<file path="src/rtl/nibble_serial_adder_ctrl.sv">
// Wide adder driving one external 4-bit adder a nibble per cycle, carry chained in a register.
// Latency NIBBLES+1 cycles start-to-done; i_start is dropped (not queued) while busy or done.
module nibble_serial_adder_ctrl #(
    parameter int NIBBLES = 4
) (
    input  logic                 i_clk,
    input  logic                 i_rst_n,
    input  logic                 i_start,
    input  logic [4*NIBBLES-1:0] i_op_a,
    input  logic [4*NIBBLES-1:0] i_op_b,
    input  logic                 i_cin,
    output logic                 o_busy,
    output logic                 o_done,
    output logic [4*NIBBLES-1:0] o_sum,
    output logic                 o_cout,
    output logic                 o_ovf,
    output logic [3:0]           o_add_a,
    output logic [3:0]           o_add_b,
    output logic                 o_add_ci,
    input  logic [3:0]           i_add_s,
    input  logic                 i_add_co
);
    localparam int W  = 4 * NIBBLES;
    localparam int IW = (NIBBLES > 1) ? $clog2(NIBBLES) : 1;

    typedef enum logic [1:0] {
        IDLE = 2'd0,
        RUN  = 2'd1,
        DONE = 2'd2
    } state_t;

    state_t          state_q;
    logic [IW-1:0]   idx_q;
    logic [IW-1:0]   idx_d;
    logic            carry_q;
    logic [W-1:0]    a_q;
    logic [W-1:0]    b_q;
    logic [W-1:0]    sum_q;
    logic            cout_q;
    logic            ovf_q;
    logic            busy_q;
    logic            done_q;
    logic            last_nib;

    assign last_nib = (idx_q == IW'(NIBBLES - 1));
    assign idx_d    = idx_q + IW'(1);

    always_ff @(posedge i_clk) begin
        if (!i_rst_n) begin
            state_q <= IDLE;
            idx_q   <= '0;
            carry_q <= 1'b0;
            a_q     <= '0;
            b_q     <= '0;
            sum_q   <= '0;
            cout_q  <= 1'b0;
            ovf_q   <= 1'b0;
            busy_q  <= 1'b0;
            done_q  <= 1'b0;
        end else begin
            case (state_q)
                IDLE: begin
                    done_q <= 1'b0;
                    if (i_start) begin
                        a_q     <= i_op_a;
                        b_q     <= i_op_b;
                        carry_q <= i_cin;
                        idx_q   <= '0;
                        sum_q   <= '0;
                        cout_q  <= 1'b0;
                        ovf_q   <= 1'b0;
                        busy_q  <= 1'b1;
                        state_q <= RUN;
                    end
                end
                RUN: begin
                    sum_q[4*idx_q +: 4] <= i_add_s;
                    carry_q             <= i_add_co;
                    if (last_nib) begin
                        // Carry into the MSB is recovered from the MSB sum bit and its operands.
                        cout_q  <= i_add_co;
                        ovf_q   <= a_q[W-1] ^ b_q[W-1] ^ i_add_s[3] ^ i_add_co;
                        idx_q   <= '0;
                        busy_q  <= 1'b0;
                        done_q  <= 1'b1;
                        state_q <= DONE;
                    end else begin
                        idx_q <= idx_d;
                    end
                end
                DONE: begin
                    done_q  <= 1'b0;
                    state_q <= IDLE;
                end
                default: begin
                    busy_q  <= 1'b0;
                    done_q  <= 1'b0;
                    state_q <= IDLE;
                end
            endcase
        end
    end

    always_comb begin
        o_add_a  = 4'd0;
        o_add_b  = 4'd0;
        o_add_ci = 1'b0;
        if (state_q == RUN) begin
            o_add_a  = a_q[4*idx_q +: 4];
            o_add_b  = b_q[4*idx_q +: 4];
            o_add_ci = carry_q;
        end
    end

    assign o_busy = busy_q;
    assign o_done = done_q;
    assign o_sum  = sum_q;
    assign o_cout = cout_q;
    assign o_ovf  = ovf_q;

endmodule

</file>
<file path="config.mk">
export PLATFORM = sky130hd
export DESIGN_NAME = nibble_serial_adder_ctrl
export DESIGN_NICKNAME = d
export VERILOG_FILES = /design/src/rtl/nibble_serial_adder_ctrl.sv
export SDC_FILE = /design/constraint.sdc
export NUM_CORES = 1
export LEC_CHECK = 0
export ABC_AREA = 0
export BUFFER_PORTS_ARGS = -buffer_cell sky130_fd_sc_hd__buf_2
export CORE_UTILIZATION = 47
export DETAILED_ROUTE_END_ITERATION = 8
export GPL_TIMING_DRIVEN = 0
export MAX_ROUTING_LAYER = met4
export PLACE_DENSITY = 0.82
export SLEW_MARGIN = 15
export SYNTH_ARGS = -nofsm -noshare
export SYNTH_HDL_FRONTEND = slang
export SYNTH_SLANG_ARGS = --single-unit
</file>
<file path="constraint.sdc">
create_clock -name i_clk -period 1.9 [get_ports i_clk]
set_clock_uncertainty 0.15 [all_clocks]
set_input_delay 0.285 -clock i_clk [delete_from_list [all_inputs] [get_ports i_clk]]
set_output_delay 0.285 -clock i_clk [all_outputs]
set_load 0.05 [all_outputs]
</file>
Yosys cells after proc, flatten, opt, wreduce, memory -nomap -nowiden
Cells that the tools add are included.
{ "op_classes": {"addsub": 2, "eq_ne": 5, "shifts": 4, "n_mux": 22, "bitwise": 4, "n_reduce_logical": 8} }
{ "op_table": {"columns": ["cell", "count"], "rows": [
  ["$neg A4 Y34", 1],
  ["$shift A4 B34 Y16 const A", 1],
  ["$shiftx A4 B34 Y16", 1],
  ["$pmux W16 S2", 1],
  ["$shiftx A16 B5 Y4", 2],
  ["$bwmux W16", 1],
  ["$mux W16", 1],
  ["$mux W2", 4],
  ["$mux W4", 2],
  ["$pmux W2 S2", 2],
  ["$reduce_and A2 Y1", 4],
  ["$mux W1", 7],
  ["$pmux W1 S2", 3],
  ["$reduce_and A3 Y1", 2],
  ["$eq A2 B2 Y1 const B", 2],
  ["$ne A2 B2 Y1 const B", 2],
  ["$pmux W1 S3", 1],
  ["$xor A1 B1 Y1", 3],
  ["$add A2 B1 Y2 const B", 1],
  ["$eq A2 B1 Y1 const B", 1],
  ["$logic_not A2 Y1", 1],
  ["$reduce_bool A2 Y1", 1],
  ["$not A1 Y1", 1]
]} }
{ "word_totals": {"register_bits": 57, "input_bits": 41, "out_inout_bits": 29, "wordCells": 55} }

Logic depth before layout (Yosys ltp)
{ "logic_depth": {"depth_word": 5, "ltp_mapped": 7, "mapped_depth_nobuf": 5} }

Least setup slack after synthesis
Ideal clock, no wire load.
{ "synth_path": {"path_kind": "flip-flop to output port", "from": "register idx_q[0]", "to": "output o_add_a[0]", "arrival_time_ps": 1443, "required_ps": 1465, "setup_slack_ps": 22, "stages_incl_launch_ff": 4, "cell_sequence": "dfxtp_1 > buf_6 > mux4_1 > and2_1"} }
{ "synth_via": {"elab_chain_cells": 2} }
{ "synth_rtl": {"columns": ["item", "line_no", "text"], "rows": [
  ["from (decl)", "33", "logic [IW-1:0] idx_q;"],
  ["from (signal assigned)", "88", "idx_q <= idx_d;"],
  ["$shiftx A16 B5 Y4", "109", "o_add_a = a_q[4*idx_q +: 4];"],
  ["$mux W4", "108", "if (state_q == RUN) begin"],
  ["to (decl)", "17", "output logic [3:0] o_add_a,"]
]} }
Every way passes these cells.

Worst setup path in the final report
{ "layout_path": {"from": "register idx_q[0]", "to": "output o_add_b[0]"} }
{ "layout_via": {"elab_chain_cells": 2} }
{ "layout_rtl": {"columns": ["item", "line_no", "text"], "rows": [
  ["$shiftx A16 B5 Y4", "110", "o_add_b = b_q[4*idx_q +: 4];"],
  ["$mux W4", "108", null],
  ["to (decl)", "18", "output logic [3:0] o_add_b,"]
]} }
Every way passes these cells.

==> reports/qor.yml <==
synth.distinct_cells: 36
fin_nets: 423
drt-wirelength-per-cell_um: 14.7
synth.top_cells.by_count: "nand2_1, dfxtp_1, a21boi_1, o21ai_0, nand3_1"
multi_input_area_mm2: 0.00142
ys_seq_elements: 57
cts_tree: "done"
synth_ff_type: "dfxtp_1"
nFillCells: 423
ctsLongestPathBuffers: 2
routabilityCongestion: 0.795
initial_core_util_pct: 48.8
place_inst: 429
fp.dieW_um: 77.6
dpl-instance-area_mm2: 0.00311
status: "finished, violations left"
arrival_ns: 1.73
power_switching_w: 0.000761
fin_crit_ns: 2.16
clkTransAtPathRegs_ns: 0.07
start_kind: "flip-flop"
grt_overflow: 0
synth_edf_count: 0
antenna_found_initial: 0
worst_slew_pin_slew_ns: 0.408
grt_max_degree: 11
swShare_pct: 26.2
grt_pass1_vias: 2418
ant_nets: 0
row_count: 27
postSynthAreaPerCell_um2: 9.26
clk_latency_ns: 0.33
max_freq_mhz: 463
root_buffer: "clkbuf_8"
worstPathMaxFanout: 5
power_density_mw_per_mm2: 813
post-route-cell-area_mm2: 0.00357
pwr-share-seq_pct: 44.1
dieArea_mm2: 0.00602
cts_buffers: 9
crit_path_end_kind: "output pin"
syn_inst: 290
synth-seq-area-share_pct: 42.5
hold_path_class: "in -> reg"
htree_levels: 3
grt_use_total_pct: 24.3
pwr-share-comb_pct: 16.1
yosys_warnings: 0
drc_errors: 0
syn_to_final_growth_pct: 33.1
syn_area_mm2: 0.00269
worst_slack_ns: -0.262
p_int_w: 0.00214
setup-tns-final_ns: -1.88
p_leak_nw: 1.50
async_flop_share_pct: 0
viasPerCell: 5.35
die_h_um: 77.6
wirelength_mm: 6.66
stdcell_count: 454
drt_first_pass_iters: 4
synth_nets: 336
first_iter_violations: 253
postCtsHoldBufs: 0
synth_top_area_share_pct: 42.5
synth_most_common_cell: "nand2_1"
clockPowerShare_pct: 39.8
cts_num_sinks: 57
n_antenna_cell: 0
port-buffer-count: 67
critPathRequiredTime_ns: 1.46
hold_violations: 0
layout.area.seq_mm2: 0.00115
crit_type: "reg -> out"
slew_headroom_pct: 72.8
place.detailed.hpwl_mm: 4.41
synth_area_leader_cell: "dfxtp_1"
failed_checks: "negative setup slack"
core_mm2: 0.00551
vias: 2430
fin_crit_sh_pct: 114
finalSetupViolCount: 9
synth_top_cells_by_area: "dfxtp_1, a21boi_1, nand2_1"
maxCapViolations: 0
final_max_slew_viol_count: 0
grt_pass1_wl_mm: 11.0
peakVddDrop_v: 0.000538
drive_gt1_share_pct: 34.8
rsz0062_at_grt: "true"
ioPinCount: 70
-- registers in the layout, summed over array words and instances (netlist names) --
name	cells
a_q	16
o_cout	1
b_q	16
o_ovf	1
idx_q	2
o_done	1
o_busy	1
o_sum	16
carry_q	1
state_q	2
-- final timing paths --
check / from / end / slack, ns / cells after the start
worst max-delay path: idx_q[0]$_SDFFE_PN0P_ / o_add_b[0] / -0.26 / 5
worst min-delay path: i_op_b[5] / b_q[5]$_SDFFE_PN0P_ / 0.03 / 3
worst max register to register: idx_q[0]$_SDFFE_PN0P_ / o_sum[7]$_SDFFE_PN0P_ / 0.10 / 7
worst min register to register: a_q[5]$_SDFFE_PN0P_ / a_q[5]$_SDFFE_PN0P_ / 0.31 / 2
-- area by class of cell --
class | count | share of cell area, %
repair buffers | 77 | 14.9
multi-input cells | 206 | 39.7
well taps | 72 | 2.52
clock inverters | 5 | 1.51
inverters | 5 | 0.525
flip-flops and latches | 57 | 32.1
plain buffers | 21 | 4.45
clock buffers | 11 | 4.24
-- worst max-delay path, cell delays in order, from the launching register on --
cell	delay [ns]
dfxtp_4	0.37
buf_4	0.13
buf_16	0.12
mux4_2	0.48
and2_4	0.16
buf_8	0.14
-- timing repair --
| item | CTS | global route |
|---|---|---|
| gates cloned | 1 | 0 |
| resized for setup | 50 | 18 |
| endpoints found under the setup margin | 26 | 23 |
| endpoints found under the hold margin | 0 | 0 |
| buffers inserted | 7 | 2 |
| pin swaps | 3 | 7 |
-- metrics by stage --
step / power [W] / utilization (%) / setup slack [ns] / hold WS (ns)
3_3_place_gp: 0.00167 / 56.5 / -0.223 / 0.288
3_5_place_dp: 0.00168 / 56.5 / -0.360 / 0.293
5_1_grt: 0.00303 / 64.9 / -0.298 / 0.0394
6_report: 0.00290 / 64.9 / -0.262 / 0.0289
4_1_cts: 0.00290 / 63.6 / -0.304 / 0.0178
2_1_floorplan: 0.00157 / - / 0.0221 / 0.270
-- per-layer routing --
metal / global-route usage [%] / up-vias / part of all wire [%]
met5: - / - / 0
met2: 39.3 / 91 / 49
li1: - / 1177 / -
met3: 6.71 / 10 / 6.8
met1: 28.6 / 1152 / 43
met4: 9.81 / 0 / 1.3
-- power groups by stage --
stage               Sequential, W  Combinational, W  Clock [W]
global route              0.00129          0.000507    0.00123
floorplan                 0.00132          0.000249          0
finish                    0.00128          0.000466    0.00116
global placement          0.00130          0.000371          0
detailed placement        0.00131          0.000379          0
CTS                       0.00128          0.000439    0.00118
-- placed cells by master, fill, tap and decap left out, types with 2 or more instances in the layout --
cell type / count
buf_8: 8
buf_4: 8
and2_4: 8
inv_1: 5
nand2_1: 65
a21boi_1: 42
dfxtp_1: 55
a22oi_1: 2
a21boi_0: 7
clkinv_2: 3
nor2b_1: 3
and2_1: 2
mux4_2: 8
buf_6: 8
dfxtp_4: 2
nand3_1: 13
o21ai_0: 19
ha_1: 3
nand2b_1: 2
nand4_1: 4
a21oi_1: 2
mux2i_1: 2
clkbuf_8: 12
buf_12: 2
buf_2: 62
nor2_1: 3
xnor2_1: 2
clkbuf_1: 8
-- cell families (layout without fill, tap and decap cells) --
group | count (synthesis) | count (layout) | share of synthesized area [%]
mux | 12 | 12 | 9.32
fa+ha+maj | 5 | 5 | 2.33
compound gates | 77 | 77 | 19.6
xor+xnor | 3 | 3 | 0.978
simple gates | 109 | 109 | 19.6
flops | 57 | 57 | 42.5
buf+inv | 27 | 119 | 5.73
(Power assumes the default switching activity.)
